===== src/rtl/posit_fma_arbiter_if.sv =====
// Requester, datapath and response signals for posit_fma_arbiter.
// The arbiter connects to the slave modport; requesters and the datapath drive the master side.
interface posit_fma_arbiter_if #(
    parameter int N    = 32,
    parameter int NREQ = 4
);
    logic [NREQ-1:0]   req_valid;
    logic [NREQ-1:0]   req_ready;
    logic [NREQ*N-1:0] req_a;
    logic [NREQ*N-1:0] req_b;
    logic [NREQ*N-1:0] req_c;
    logic              fma_valid;
    logic [N-1:0]      fma_a;
    logic [N-1:0]      fma_b;
    logic [N-1:0]      fma_c;
    logic [N-1:0]      fma_out;
    logic [NREQ-1:0]   rsp_valid;
    logic [NREQ-1:0]   rsp_ready;
    logic [NREQ*N-1:0] rsp_data;
    logic              busy;

    modport slave (
        input  req_valid, req_a, req_b, req_c, fma_out, rsp_ready,
        output req_ready, fma_valid, fma_a, fma_b, fma_c, rsp_valid, rsp_data, busy
    );

    modport master (
        output req_valid, req_a, req_b, req_c, fma_out, rsp_ready,
        input  req_ready, fma_valid, fma_a, fma_b, fma_c, rsp_valid, rsp_data, busy
    );
endinterface


===== src/rtl/posit_fma_arbiter.sv =====
// Round-robin sharing of one fixed-latency posit FMA pipeline among NREQ requesters,
// with a tag pipe tracking ownership and per-requester response holding registers.
module posit_fma_arbiter #(
    parameter int N    = 32,
    parameter int ES   = 2,
    parameter int NREQ = 4,
    parameter int LAT  = 3
) (
    input logic                clk,
    input logic                rst_n,
    posit_fma_arbiter_if.slave bus
);
    localparam int IDW = $clog2(NREQ);

    if (NREQ < 2 || LAT < 1 || ES < 0 || ES > N - 2) begin : g_bad_param
        $error("posit_fma_arbiter: illegal parameter combination");
    end

    typedef enum logic [1:0] {
        S_IDLE,
        S_INFLIGHT,
        S_HOLD
    } slot_e;

    logic [NREQ-1:0] idle_vec;
    logic [NREQ-1:0] hold_vec;
    logic [NREQ-1:0] eligible;
    logic [NREQ-1:0] grant_oh;
    logic            grant_vld;
    logic [IDW-1:0]  grant_id;
    logic [IDW-1:0]  ptr_q;
    logic [IDW-1:0]  ptr_d;
    logic [LAT-1:0]  tag_vld;
    logic [IDW-1:0]  tag_id [LAT];
    logic            exit_vld;
    logic [IDW-1:0]  exit_id;
    logic [IDW:0]    scan_sum;
    logic [IDW-1:0]  scan_idx;

    // Nothing is eligible while reset is held, so no grant can leak out during reset.
    assign eligible = {NREQ{rst_n}} & bus.req_valid & idle_vec;

    always_comb begin
        grant_vld = 1'b0;
        grant_id  = '0;
        scan_sum  = '0;
        scan_idx  = '0;
        for (int k = 0; k < NREQ; k++) begin
            scan_sum = {1'b0, ptr_q} + (IDW + 1)'(k);
            if (scan_sum >= (IDW + 1)'(NREQ)) begin
                scan_sum = scan_sum - (IDW + 1)'(NREQ);
            end
            scan_idx = scan_sum[IDW-1:0];
            if (!grant_vld && eligible[scan_idx]) begin
                grant_vld = 1'b1;
                grant_id  = scan_idx;
            end
        end
    end

    always_comb begin
        ptr_d = ptr_q;
        if (grant_vld) begin
            ptr_d = (grant_id == IDW'(NREQ - 1)) ? '0 : grant_id + 1'b1;
        end
    end

    always_ff @(posedge clk) begin
        if (!rst_n) begin
            ptr_q <= '0;
        end else begin
            ptr_q <= ptr_d;
        end
    end

    assign grant_oh      = grant_vld ? (NREQ'(1) << grant_id) : '0;
    assign bus.req_ready = grant_oh;
    assign bus.fma_valid = grant_vld;
    assign bus.fma_a     = grant_vld ? bus.req_a[grant_id*N +: N] : '0;
    assign bus.fma_b     = grant_vld ? bus.req_b[grant_id*N +: N] : '0;
    assign bus.fma_c     = grant_vld ? bus.req_c[grant_id*N +: N] : '0;

    // Tag pipe: stage LAT-1 lines up with the cycle fma_out carries that issue's result.
    for (genvar gi = 0; gi < LAT; gi++) begin : g_tag
        logic           vld_q;
        logic [IDW-1:0] id_q;
        logic           vld_d;
        logic [IDW-1:0] id_d;

        if (gi == 0) begin : g_head
            assign vld_d = grant_vld;
            assign id_d  = grant_id;
        end else begin : g_body
            assign vld_d = tag_vld[gi-1];
            assign id_d  = tag_id[gi-1];
        end

        always_ff @(posedge clk) begin
            if (!rst_n) begin
                vld_q <= 1'b0;
                id_q  <= '0;
            end else begin
                vld_q <= vld_d;
                id_q  <= id_d;
            end
        end

        assign tag_vld[gi] = vld_q;
        assign tag_id[gi]  = id_q;
    end

    assign exit_vld = tag_vld[LAT-1];
    assign exit_id  = tag_id[LAT-1];

    // One op outstanding per slot, so a tag exit and a response handshake never collide.
    for (genvar gi = 0; gi < NREQ; gi++) begin : g_slot
        slot_e        slot_q;
        logic [N-1:0] data_q;

        always_ff @(posedge clk) begin
            if (!rst_n) begin
                slot_q <= S_IDLE;
                data_q <= '0;
            end else begin
                case (slot_q)
                    S_IDLE: begin
                        if (grant_oh[gi]) begin
                            slot_q <= S_INFLIGHT;
                        end
                    end
                    S_INFLIGHT: begin
                        if (exit_vld && (exit_id == IDW'(gi))) begin
                            slot_q <= S_HOLD;
                            data_q <= bus.fma_out;
                        end
                    end
                    S_HOLD: begin
                        if (bus.rsp_ready[gi]) begin
                            slot_q <= S_IDLE;
                        end
                    end
                    default: slot_q <= S_IDLE;
                endcase
            end
        end

        assign idle_vec[gi]            = (slot_q == S_IDLE);
        assign hold_vec[gi]            = (slot_q == S_HOLD);
        assign bus.rsp_valid[gi]       = rst_n & hold_vec[gi];
        assign bus.rsp_data[gi*N +: N] = data_q;
    end

    assign bus.busy = rst_n & ((|(~idle_vec)) | (|tag_vld));

endmodule


===== src/flat_wrapper.sv =====
// flat-port wrapper written by rule: the top's interface ports become plain ports
module posit_fma_arbiter_flat 
#(
    parameter int N    = 32,
    parameter int ES   = 2,
    parameter int NREQ = 4,
    parameter int LAT  = 3
)
  (clk, rst_n, bus_req_valid, bus_req_a, bus_req_b, bus_req_c, bus_fma_out, bus_rsp_ready, bus_req_ready, bus_fma_valid, bus_fma_a, bus_fma_b, bus_fma_c, bus_rsp_valid, bus_rsp_data, bus_busy);
  posit_fma_arbiter_if #(.N(N), .NREQ(NREQ)) bus_i ();
  input logic clk;
  input logic rst_n;
  input wire logic [$bits(bus_i.req_valid)-1:0] bus_req_valid;
  input wire logic [$bits(bus_i.req_a)-1:0] bus_req_a;
  input wire logic [$bits(bus_i.req_b)-1:0] bus_req_b;
  input wire logic [$bits(bus_i.req_c)-1:0] bus_req_c;
  input wire logic [$bits(bus_i.fma_out)-1:0] bus_fma_out;
  input wire logic [$bits(bus_i.rsp_ready)-1:0] bus_rsp_ready;
  output wire logic [$bits(bus_i.req_ready)-1:0] bus_req_ready;
  output wire logic [$bits(bus_i.fma_valid)-1:0] bus_fma_valid;
  output wire logic [$bits(bus_i.fma_a)-1:0] bus_fma_a;
  output wire logic [$bits(bus_i.fma_b)-1:0] bus_fma_b;
  output wire logic [$bits(bus_i.fma_c)-1:0] bus_fma_c;
  output wire logic [$bits(bus_i.rsp_valid)-1:0] bus_rsp_valid;
  output wire logic [$bits(bus_i.rsp_data)-1:0] bus_rsp_data;
  output wire logic [$bits(bus_i.busy)-1:0] bus_busy;
  assign bus_i.req_valid = bus_req_valid;
  assign bus_i.req_a = bus_req_a;
  assign bus_i.req_b = bus_req_b;
  assign bus_i.req_c = bus_req_c;
  assign bus_i.fma_out = bus_fma_out;
  assign bus_i.rsp_ready = bus_rsp_ready;
  assign bus_req_ready = bus_i.req_ready;
  assign bus_fma_valid = bus_i.fma_valid;
  assign bus_fma_a = bus_i.fma_a;
  assign bus_fma_b = bus_i.fma_b;
  assign bus_fma_c = bus_i.fma_c;
  assign bus_rsp_valid = bus_i.rsp_valid;
  assign bus_rsp_data = bus_i.rsp_data;
  assign bus_busy = bus_i.busy;
  posit_fma_arbiter #(.N(N), .ES(ES), .NREQ(NREQ), .LAT(LAT)) u_core (.clk(clk), .rst_n(rst_n), .bus(bus_i));
endmodule

===== config.mk =====
export PLATFORM = sky130hd
export DESIGN_NAME = posit_fma_arbiter_flat
export DESIGN_NICKNAME = d
export VERILOG_FILES = /design/src/rtl/posit_fma_arbiter_if.sv /design/src/rtl/posit_fma_arbiter.sv /design/src/flat_wrapper.sv
export SDC_FILE = /design/constraint.sdc
export NUM_CORES = 1
export LEC_CHECK = 0
export BUFFER_PORTS_ARGS = -buffer_cell sky130_fd_sc_hd__buf_2
export CAP_MARGIN = 30
export CORE_AREA = 2 2 258 260
export CTS_BUF_LIST = sky130_fd_sc_hd__clkbuf_8 sky130_fd_sc_hd__clkbuf_16
export CTS_CLUSTER_SIZE = 30
export DETAILED_ROUTE_END_ITERATION = 10
export DIE_AREA = 0 0 260 262
export SYNTH_ARGS = -nofsm -noshare
export SYNTH_HDL_FRONTEND = slang
export SYNTH_SLANG_ARGS = --single-unit

===== constraint.sdc =====
create_clock -name clk -period 1.7 [get_ports clk]
set_input_delay 0.17 -clock clk [delete_from_list [all_inputs] [get_ports clk]]
set_output_delay 0.17 -clock clk [all_outputs]
set_load 0.01 [all_outputs]

After elaboration in Yosys (flattened, before gate mapping)
Index checks and enable logic that the tools add are counted.

operators by class
  $add $sub $neg = 8
  magnitude comparators = 8
  equality and inequality tests = 24
  shift-type cells = 4
  mux-type cells = 41
  bitwise gates (word level) = 9
  reduce and logical (&&, ||, !) cells = 25

operators with widths
  kind                   count
  $shiftx A128 B8 Y32    3
  $mux W32               3
  $mux W2                21
  $pmux W2 S3            4
  $ne A2 B2 Y1 const B   8
  $eq A2 B2 Y1 const B   7
  $lt A2 B3 Y1 const B   4
  $reduce_and A3 Y1      4
  $eq A2 B1 Y1 const B   5
  $logic_not A2 Y1       5
  $ge A3 B3 Y1 const B   3
  $and A4 B4 Y4          2
  $bmux W1 S2            4
  $mux W1                8
  $ne A2 B1 Y1 const B   4
  $reduce_and A2 Y1      4
  $sub A2 B1 Y2 const B  4
  $logic_and A1 B1 Y1    7
  $add A2 B2 Y3 const B  2
  $and A1 B1 Y1          5
  $mux W4                1
  $not A4 Y4             1
  $reduce_or A4 Y1       1
  $shl A1 B2 Y4 const A  1
  6 further kinds        8

storage, ports and cells
  register bits after elaboration = 147
  input port bits = 426
  output and inout port bits = 234
  logic and storage cells = 134

Depth between registers and ports, before layout
Gate-level depths: netlist of run 1.

  word-level depth = 18
  mapped depth = 9
  depth with buffers taken out = 6

Worst setup path before layout of run 1
OpenSTA, ideal clock, no wires.

  path kind = register -> output
  from = reg u_core.g_slot[1].slot_q[0]
  to = out bus_fma_a[1]
  arrival = 1855 ps
  data required time = 1530 ps
  setup slack = -325 ps
  cell stages (with the launch flop) = 9
  buffers on the path = 2
  cells stage by stage = dfxtp_1 and4bb_2 a211oi_2 o32ai_2 inv_2 buf_6 buf_4 mux2i_1 o22ai_1

on the way
  word-level cells in the longest chain between the ends = 16
  elaborated cells on any way between the ends = 26
  classes of those cells = shift: 1; mux: 17; bitwise: 1; reduce/logical: 7

ends and longest elaborated chain
  element                        RTL line                  text
  from (decl)                    posit_fma_arbiter.sv:117  slot_e slot_q;
  from (signal assigned)         posit_fma_arbiter.sv:122  slot_q <= S_IDLE;
  from (signal assigned)         posit_fma_arbiter.sv:128  slot_q <= S_INFLIGHT;
  from (signal assigned)         posit_fma_arbiter.sv:133  slot_q <= S_HOLD;
  $logic_not A2 Y1 (*)           posit_fma_arbiter.sv:147  assign idle_vec[gi] = (slot_q == S_IDLE);
  $and A4 B4 Y4 (*)              posit_fma_arbiter.sv:41   assign eligible = {NREQ{rst_n}} & bus.req_valid & idle_vec;
  $bmux W1 S2                    posit_fma_arbiter.sv:54   if (!grant_vld && eligible[scan_idx]) begin
  $mux W1 (not written as such)  posit_fma_arbiter.sv:54
  $mux W1                        posit_fma_arbiter.sv:54
  $logic_not A1 Y1               posit_fma_arbiter.sv:54
  $logic_and A1 B1 Y1            posit_fma_arbiter.sv:54
  $mux W1                        posit_fma_arbiter.sv:54
  $logic_not A1 Y1               posit_fma_arbiter.sv:54
  $logic_and A1 B1 Y1            posit_fma_arbiter.sv:54
  $mux W1                        posit_fma_arbiter.sv:54
  $logic_not A1 Y1               posit_fma_arbiter.sv:54
  $logic_and A1 B1 Y1            posit_fma_arbiter.sv:54
  $mux W2                        posit_fma_arbiter.sv:54
  $shiftx A128 B8 Y32            posit_fma_arbiter.sv:79   assign bus.fma_a = grant_vld ? bus.req_a[grant_id*N +: N] : '0;
  $mux W32 (*)                   posit_fma_arbiter.sv:79
  to (decl)                      flat_wrapper.sv:21        output wire logic [$bits(bus_i.fma_a)-1:0] bus_fma_a;

Every way passes the cells marked *; elsewhere a longest branch is shown, timed or not. The select of a mux whose other input is x is not followed.

Worst setup path after layout of run 1
  from = reg u_core.g_slot[1].slot_q[1]
  to = out bus_fma_a[15]

The elaborated chain is that of the path after synthesis.

==> results of run 1 <==
-- state kept, by name (all words and copies together), names as in the netlist --
| register | cells |
|---|---|
| u_core.g_tag.id_q | 4 |
| u_core.ptr_q | 2 |
| u_core.g_slot.slot_q | 8 |
| u_core.g_tag.vld_q | 2 |
| u_core.exit_vld | 1 |
| u_core.g_slot.data_q | 128 |
| u_core.exit_id | 2 |
-- layout by cell type, fill, tap and decap left out, drive strengths merged, types with 7 or more instances in the layout --
cell type,Yosys,layout
inv,8,20
dlygate4sd3,0,30
buf,36,786
nor2,7,7
nand2,266,266
dfxtp,147,147
a21oi,136,136
mux2i,192,192
clkbuf,50,26
o22ai,98,98
nor3b,9,9
-- critical path: stages, from the launching register on --
cell	delay [ps]
dfxtp_2	330
and4bb_4	280
a211oi_4	270
o32ai_4	120
buf_12	150
buf_12	130
inv_12	100
buf_16	180
mux2i_4	300
o22ai_2	100
buf_2	150
-- final timing paths --
path / from / end / slack [ps] / depth (start not counted)
worst max-delay path: u_core.g_slot[1].slot_q[1]$_SDFFE_PN0P_ / bus_fma_a[15] / -1050 / 10
worst min-delay path: bus_fma_out[7] / u_core.g_slot[3].data_q[7]$_SDFFE_PN0P_ / 10 / 3
worst max register to register: u_core.g_slot[1].slot_q[1]$_SDFFE_PN0P_ / u_core.ptr_q[1]$_SDFFE_PN0N_ / -420 / 11
worst min register to register: u_core.g_tag[1].id_q[1]$_SDFF_PN0_ / u_core.exit_id[1]$_SDFF_PN0_ / 430 / 1
-- cells by family (layout without fill, tap and decap cells) --
logic type	after synthesis	in the layout	share of synthesized area, %
simple gates	308	308	16.3
compound gates	244	245	17.3
mux	192	192	23.9
flops	147	147	36.7
buf+inv	94	867	5.78
other cells	0	5	0
-- power breakdown --
| part | leakage [uW] | internal (uW) | switching [uW] |
|---|---|---|---|
| sequential | 0.00119 | 3540 | 54.1 |
| combinational | 0.00601 | 4850 | 4470 |
| clock | 0.000292 | 2110 | 1760 |
| total | 0.00749 | 10500 | 6280 |
-- what timing repair did --
action                                  4_1_cts  5_1_grt
gates cloned                                  5       14
endpoints found under the setup margin      108      110
hold buffers                                 30        0
buffers inserted                              3       13
pin swaps                                     6       20
gates resized for setup                      70      172
hold endpoints to repair                     86        0
-- metrics by stage --
step | setup TNS, ps | setup slack, ps | util (%)
after detailed placement | -57510 | -695 | 21.1
after global routing | -107150 | -1120 | 25.2
after CTS | -104160 | -1100 | 23.3
final | -97800 | -1050 | 25.2
after floorplan | -22000 | -255 | -
after global placement | -55390 | -686 | 21.1
-- layout make-up --
| class | instances | share of cell area (%) |
|---|---|---|
| Multi-Input combinational cell | 745 | 37.2 |
| Clock inverter | 15 | 1.09 |
| Timing Repair Buffer | 825 | 34.1 |
| Antenna cell | 5 | 0.0760 |
| Clock buffer | 17 | 2.58 |
| Inverter | 8 | 0.319 |
| Tap cell | 864 | 6.57 |
| Timing Repair inverter | 2 | 0.198 |
| Sequential cell | 147 | 17.9 |
-- metal layers --
metal | global-route usage [%] | vias to the layer above | wire, um
met2 | 22.7 | 544 | 25400
met4 | 5.46 | 4 | 2020
met1 | 14.5 | 4964 | 19600
met3 | 3.52 | 81 | 3560
li1 | - | 5048 | -
met5 | 0 | - | 26
==> results.md, run 1 <==
- Most repeated cell in the gate-level netlist after synthesis: nand2_1
- Die Y-Extent: around 260 um
- MaxCap Viol Count: 0
- Aggregate global routing overflow: 0
- Critical Path RT: approximately 1500 ps
- Number of vias in the routed layout: between 10k and 15k
- Number of pins exceeding their max-slew limit in the final report: 0
- Top post-synthesis cells by area: dfxtp_1 37%, mux2i_1 24%, nand2_1 12%
- Maximum number of pins on one net before global-route repair: 65
- Final design area excluding fillers: between 15,000 and 20,000 um2
- Final Hold Violating Endpoints: 0
- Synth top cells by count: 265 x nand2_1, 192 x mux2i_1, 147 x dfxtp_1
- Number of placement rows: 94
- Post-placement cell count: between 2k and 3k
- Post-Synthesis Mean Instance Area: around 8.1 um2
- Top cell type by total area after synthesis: dfxtp_1
- YS warnings: 0
- Portion of synthesized cell area occupied by the leading cell type: a little under two fifths
- Floorplan die width: approximately 260 um
- Fraction of registers with async set/reset: 0%
- Number of DRC markers after the initial detailed-route iteration: about 860
- Result of the run: complete, but fails checks
- Leakage power of the design: approximately 0.0075 uW
- Slew margin rel.: between 60 and 70%
- I/O pin total: 660
- Number of sinks on the clock net: 147
- Initial core utilization: roughly 12%
- Most used flip-flop cell after synthesis: dfxtp_1
- Num CTS Buffers: 17
- Sequential cell area: slightly below 3000 um2
- Tmin final: approximately 2800 ps
- Placeable core region: 65,300 um2
- Ratio of final minimum period to clock period: 162%
- Final Worst Setup Slack: -1050 ps
- GPL Wtd Cong: 0.884
- Final instance count without filler cells: 2,628
- IO buf count: approximately 660
- Root buf cell: clkbuf_16
- Number of fill cells: a little over 7k
- Maximum count of clock buffers along a single path: 2
- H-tree levels: 4
- Unrepaired setup endpoints after global routing: true
- Detailed-route vias per instance: just over 4
- Measured slew at the worst slew-check pin: between 400 and 500 ps
- P per Cell Area: between 1000 and 1500 nW/um2
- Area of the multi-input gates: 6120 um2
- Highest net fanout along the worst path: 9
- Number of flops mapped to enable cells by yosys: 0
- Die Footprint: a little under 70,000 um2
- Worst hold slack after final layout: between 10 and 15 ps
- Initial antenna violation count: 14
- Register bit total from synthesis: roughly 150
- Post-synthesis sequential area ratio: between 30 and 40%
- First-pass GRT wire length: 64,300 um
- DR pass1 iterations: 5
- Total half-perimeter wirelength after legalization and detailed placement: 38,000 um
- Worst supply voltage drop on vdd: 640 uV
- Synthesized Nets: 1,411
- CTS tree: built
- Antenna-violating nets left: 0
- Total setup violations reported at the end of the flow: ~110
- Highest achievable clock rate: 363 MHz
- Worst path arrival time: about 2600 ps
- Area post-placement: about 14,000 um2
- Cell count after synthesis: between 900 and 1k
- Clock edge transition at the registers on the reported setup and hold paths: roughly 80 ps
- DRC violations left: 0
- Post-layout total power: 16,800 uW
- Fraction of layout instances using a drive strength above 1: 58.4%
- Total wire length after detailed routing: between 50,000 and 60,000 um
- Kind of start point of the critical path: flop
- Cell variety after synth: 35
- Crit end category: output pin
- Source-to-sink clock delay at the later pin of the worst-skew pair: approximately 450 ps
- Fin Clk Skew: between 15 and 20 ps
- Area growth from synthesis to layout: 105%
- Path type of the worst min-delay path: in -> reg
- Syn Std Cell Area: about 8000 um2
- Average wire length per cell after detail routing: 19.2 um
- Critical path start-end classification: reg -> out
- Failing checks: negative setup slack
- GRT Overall Usage: between 10% and 20%
- Via count of the first global-routing pass: between 9k and 10k
- Net total in the final layout: between 2k and 2.5k
Power figures use the tool's default switching activity.
==> run 2: changes to the inputs <==
--- a/config.mk
+++ b/config.mk
@@ -7,11 +7,11 @@
 export LEC_CHECK = 0
 export BUFFER_PORTS_ARGS = -buffer_cell sky130_fd_sc_hd__buf_2
 export CAP_MARGIN = 30
-export CORE_AREA = 2 2 258 260
+export CORE_AREA = 2 2 259 261
 export CTS_BUF_LIST = sky130_fd_sc_hd__clkbuf_8 sky130_fd_sc_hd__clkbuf_16
 export CTS_CLUSTER_SIZE = 30
 export DETAILED_ROUTE_END_ITERATION = 10
-export DIE_AREA = 0 0 260 262
+export DIE_AREA = 0 0 261 263
 export SYNTH_ARGS = -nofsm -noshare
 export SYNTH_HDL_FRONTEND = slang
 export SYNTH_SLANG_ARGS = --single-unit
==> constraint.sdc (replaced) <==
create_clock -name clk -period 2.7 [get_ports clk]
set_input_delay 0.27 -clock clk [delete_from_list [all_inputs] [get_ports clk]]
set_output_delay 0.27 -clock clk [all_outputs]
set_load 0.01 [all_outputs]
==> run 2 against run 1 <==
  * The flow still finishes with violations (negative setup slack)
  * Non-clock buffer count down 51
  * Routed wire length up 0.47%
  * Largest cell class unchanged
  * Critical path depth down 1
  * Utilization down 1.7 points
  * Register-to-register slack better by 1100 ps
  * Final cell count down 1.8%
  * Critical path type unchanged
  * Clock skew down 7.4 ps
==> results.md, run 2 (synthesis results as in run 1) <==
- GPL Wtd Cong: around 0.94
- Number of placement rows: 94
- Ratio of final minimum period to clock period: 106%
- Number of fill cells: roughly 7.2k
- Highest net fanout along the worst path: 8
- Kind of start point of the critical path: flop
- Total half-perimeter wirelength after legalization and detailed placement: 37,800 um
- Switching power: between 3000 and 4000 uW
- I/O pin total: 660
- CTS tree: built
- Area of the multi-input gates: roughly 5500 um2
- Initial core utilization: around 12%
- Final Hold Violating Endpoints: 0
- Num CTS Buffers: 17
- Critical Path RT: between 2000 and 2500 ps
- Area growth from synthesis to layout: 92.1%
- Worst hold slack after final layout: 94.0 ps
- Via count of the first global-routing pass: 10.1k
- Initial antenna violation count: 20
- Final Worst Setup Slack: -175 ps
- DRC violations left: 0
- Leading cell type in the layout, fill and taps excluded: buf_2
- H-tree levels: 4
- Tmin final: about 2900 ps
- Failing checks: negative setup slack
- Total buffers and inverters traversed by the critical path: 4
- Measured slew at the worst slew-check pin: between 900 and 1000 ps
- Path type of the worst min-delay path: in -> reg
- Critical path start-end classification: reg -> out
- Result of the run: complete, but fails checks
- Worst path arrival time: around 2600 ps
- Post-layout total power: 10,200 uW
- Maximum count of clock buffers along a single path: 2
- Total wire length after detailed routing: between 50,000 and 60,000 um
- Floorplan die width: ~260 um
- Aggregate global routing overflow: 0
- Fin Clk Skew: between 10 and 15 ps
- Highest-delay cell along the critical path: and4bb_4
- Crit end category: output pin
- MaxCap Viol Count: 0
- Highest achievable clock rate: 348 MHz
- Cell-internal power: approximately 6400 uW
- Final design area excluding fillers: between 15,000 and 20,000 um2
- Commonest non-fill, non-tap cells in the layout: 644 x buf_2, 263 x nand2_1, 145 x mux2i_1, 145 x dfxtp_1, 136 x a21oi_1
- Chain of cells forming the critical path: and4bb_4, o22ai_2, o22a_4, buf_12, buf_12, bufbuf_16, mux2i_1, o22ai_1, buf_2
- Placeable core region: about 66,000 um2
- CTS Hold Buffers Added: 0
- Net total in the final layout: 2,120
- Combinational Power Share: around 54%
- Largest Register: u_core.g_slot.data_q
- Number of sinks on the clock net: between 100 and 150
- Root buf cell: clkbuf_16
- Sw Share: a little under two fifths
- Source-to-sink clock delay at the later pin of the worst-skew pair: ~450 ps
- Die Y-Extent: roughly 260 um
- Maximum number of pins on one net before global-route repair: 56
- GRT Overall Usage: 13.7%
- Fraction of power consumed by sequential logic: about 22%
- Family with the most delay on the worst path: buffers and inverters
- Unrepaired setup endpoints after global routing: true
- Worst stage delay on the critical path: 410 ps
- Number of DRC markers after the initial detailed-route iteration: 680
- Relative contribution of the clock network to total power: between 20 and 25%
- Cell repeated most along the worst path: buf_12
- P per Cell Area: 658 nW/um2
- Clock edge transition at the registers on the reported setup and hold paths: 70 ps
- Registers with the most flip-flops: u_core.g_slot.data_q: 128 flops, u_core.g_slot.slot_q: 8 flops, u_core.g_tag.id_q: 4 flops
- Fraction of layout instances using a drive strength above 1: 53.7%
- IO buf count: about 660
- Average wire length per cell after detail routing: 19.7 um
- Number of vias in the routed layout: just over 10k
- Worst supply voltage drop on vdd: between 400 and 500 uV
- Antenna-violating nets left: 0
- Die Footprint: slightly below 70,000 um2
- Largest register FFs: 128
- Slew margin rel.: around 37%
- Number of pins exceeding their max-slew limit in the final report: 0
- Total setup violations reported at the end of the flow: 91
- DR pass1 iterations: 5
- Sequential cell area: about 2900 um2
- Leakage power of the design: between 0.007 and 0.008 uW
- First-pass GRT wire length: about 69,000 um
- Area post-placement: between 10,000 and 15,000 um2
- Detailed-route vias per instance: 4.01
## run 2: changes by cell type in the layout (fill, tap and decap cells not counted), sizes merged
cell / before / now
buf: 786 / 769
diode: 5 / 10
dlygate4sd3: 30 / 0
bufbuf: 0 / 2
inv: 20 / 15
clkinv: 2 / 6
clkbuf: 26 / 20
## run 2: worst paths after layout
kind | from | end | slack [ps] | cells after the start
setup / recovery | u_core.g_slot[1].slot_q[1]$_SDFFE_PN0P_ | bus_fma_b[7] | -180 | 9
setup reg to reg | u_core.g_slot[0].slot_q[0]$_SDFFE_PN0P_ | u_core.ptr_q[1]$_SDFFE_PN0N_ | 660 | 11
hold reg to reg | u_core.g_tag[1].id_q[1]$_SDFF_PN0_ | u_core.exit_id[1]$_SDFF_PN0_ | 430 | 1
hold / removal | bus_rsp_ready[2] | u_core.g_slot[2].slot_q[1]$_SDFFE_PN0P_ | 90 | 4
## run 2: per-layer routing
metal | part of all wire, % | track usage [%]
met5 | 0.10 | 0
met4 | 4.7 | 7.13
met3 | 7.5 | 3.63
met2 | 49 | 23.4
met1 | 39 | 15.6
## run 2: stage by stage
step / setup WS [ps] / std cells / setup TNS (ps) / utilization, %
after detailed placement: -162 / 2477 / -217 / 19.2
after global placement: -182 / 2477 / -184 / 19.2
after CTS: -179 / 2559 / -7880 / 22.5
final: -175 / 2581 / -7000 / 23.5
after floorplan: 575 / 985 / 0 / -
after global routing: -275 / 2581 / -15930 / 23.5
## run 2: power groups by stage
| stage | clock network, uW | logic [uW] | registers (uW) |
|---|---|---|---|
| after global routing | 2590 | 5710 | 2270 |
| final | 2460 | 5430 | 2260 |
| after detailed placement | 0 | 3560 | 2310 |
| after CTS | 2530 | 4970 | 2260 |
| after global placement | 0 | 3570 | 2310 |
| after floorplan | 0 | 1930 | 2310 |
## run 2: final cells by class
cell class	count	area share, %
Antenna cell	10	0.162
Clock buffer	17	2.76
Clock inverter	15	1.25
Inverter	8	0.316
Multi-Input combinational cell	745	35.5
Sequential cell	147	19.1
Tap cell	864	7.01
Timing Repair Buffer	774	33.7
Timing Repair inverter	1	0.105
## run 2: worst min-delay path, cell delays in order
cell and delay (ps):
buf_2 80, nor2_1 30, nand2_1 50, a21oi_1 50
## run 2: what timing repair did
item	CTS	global route
setup endpoints to repair	99	99
pin swaps	21	17
gates cloned	20	4
resized for setup	146	76
buffers inserted	30	8
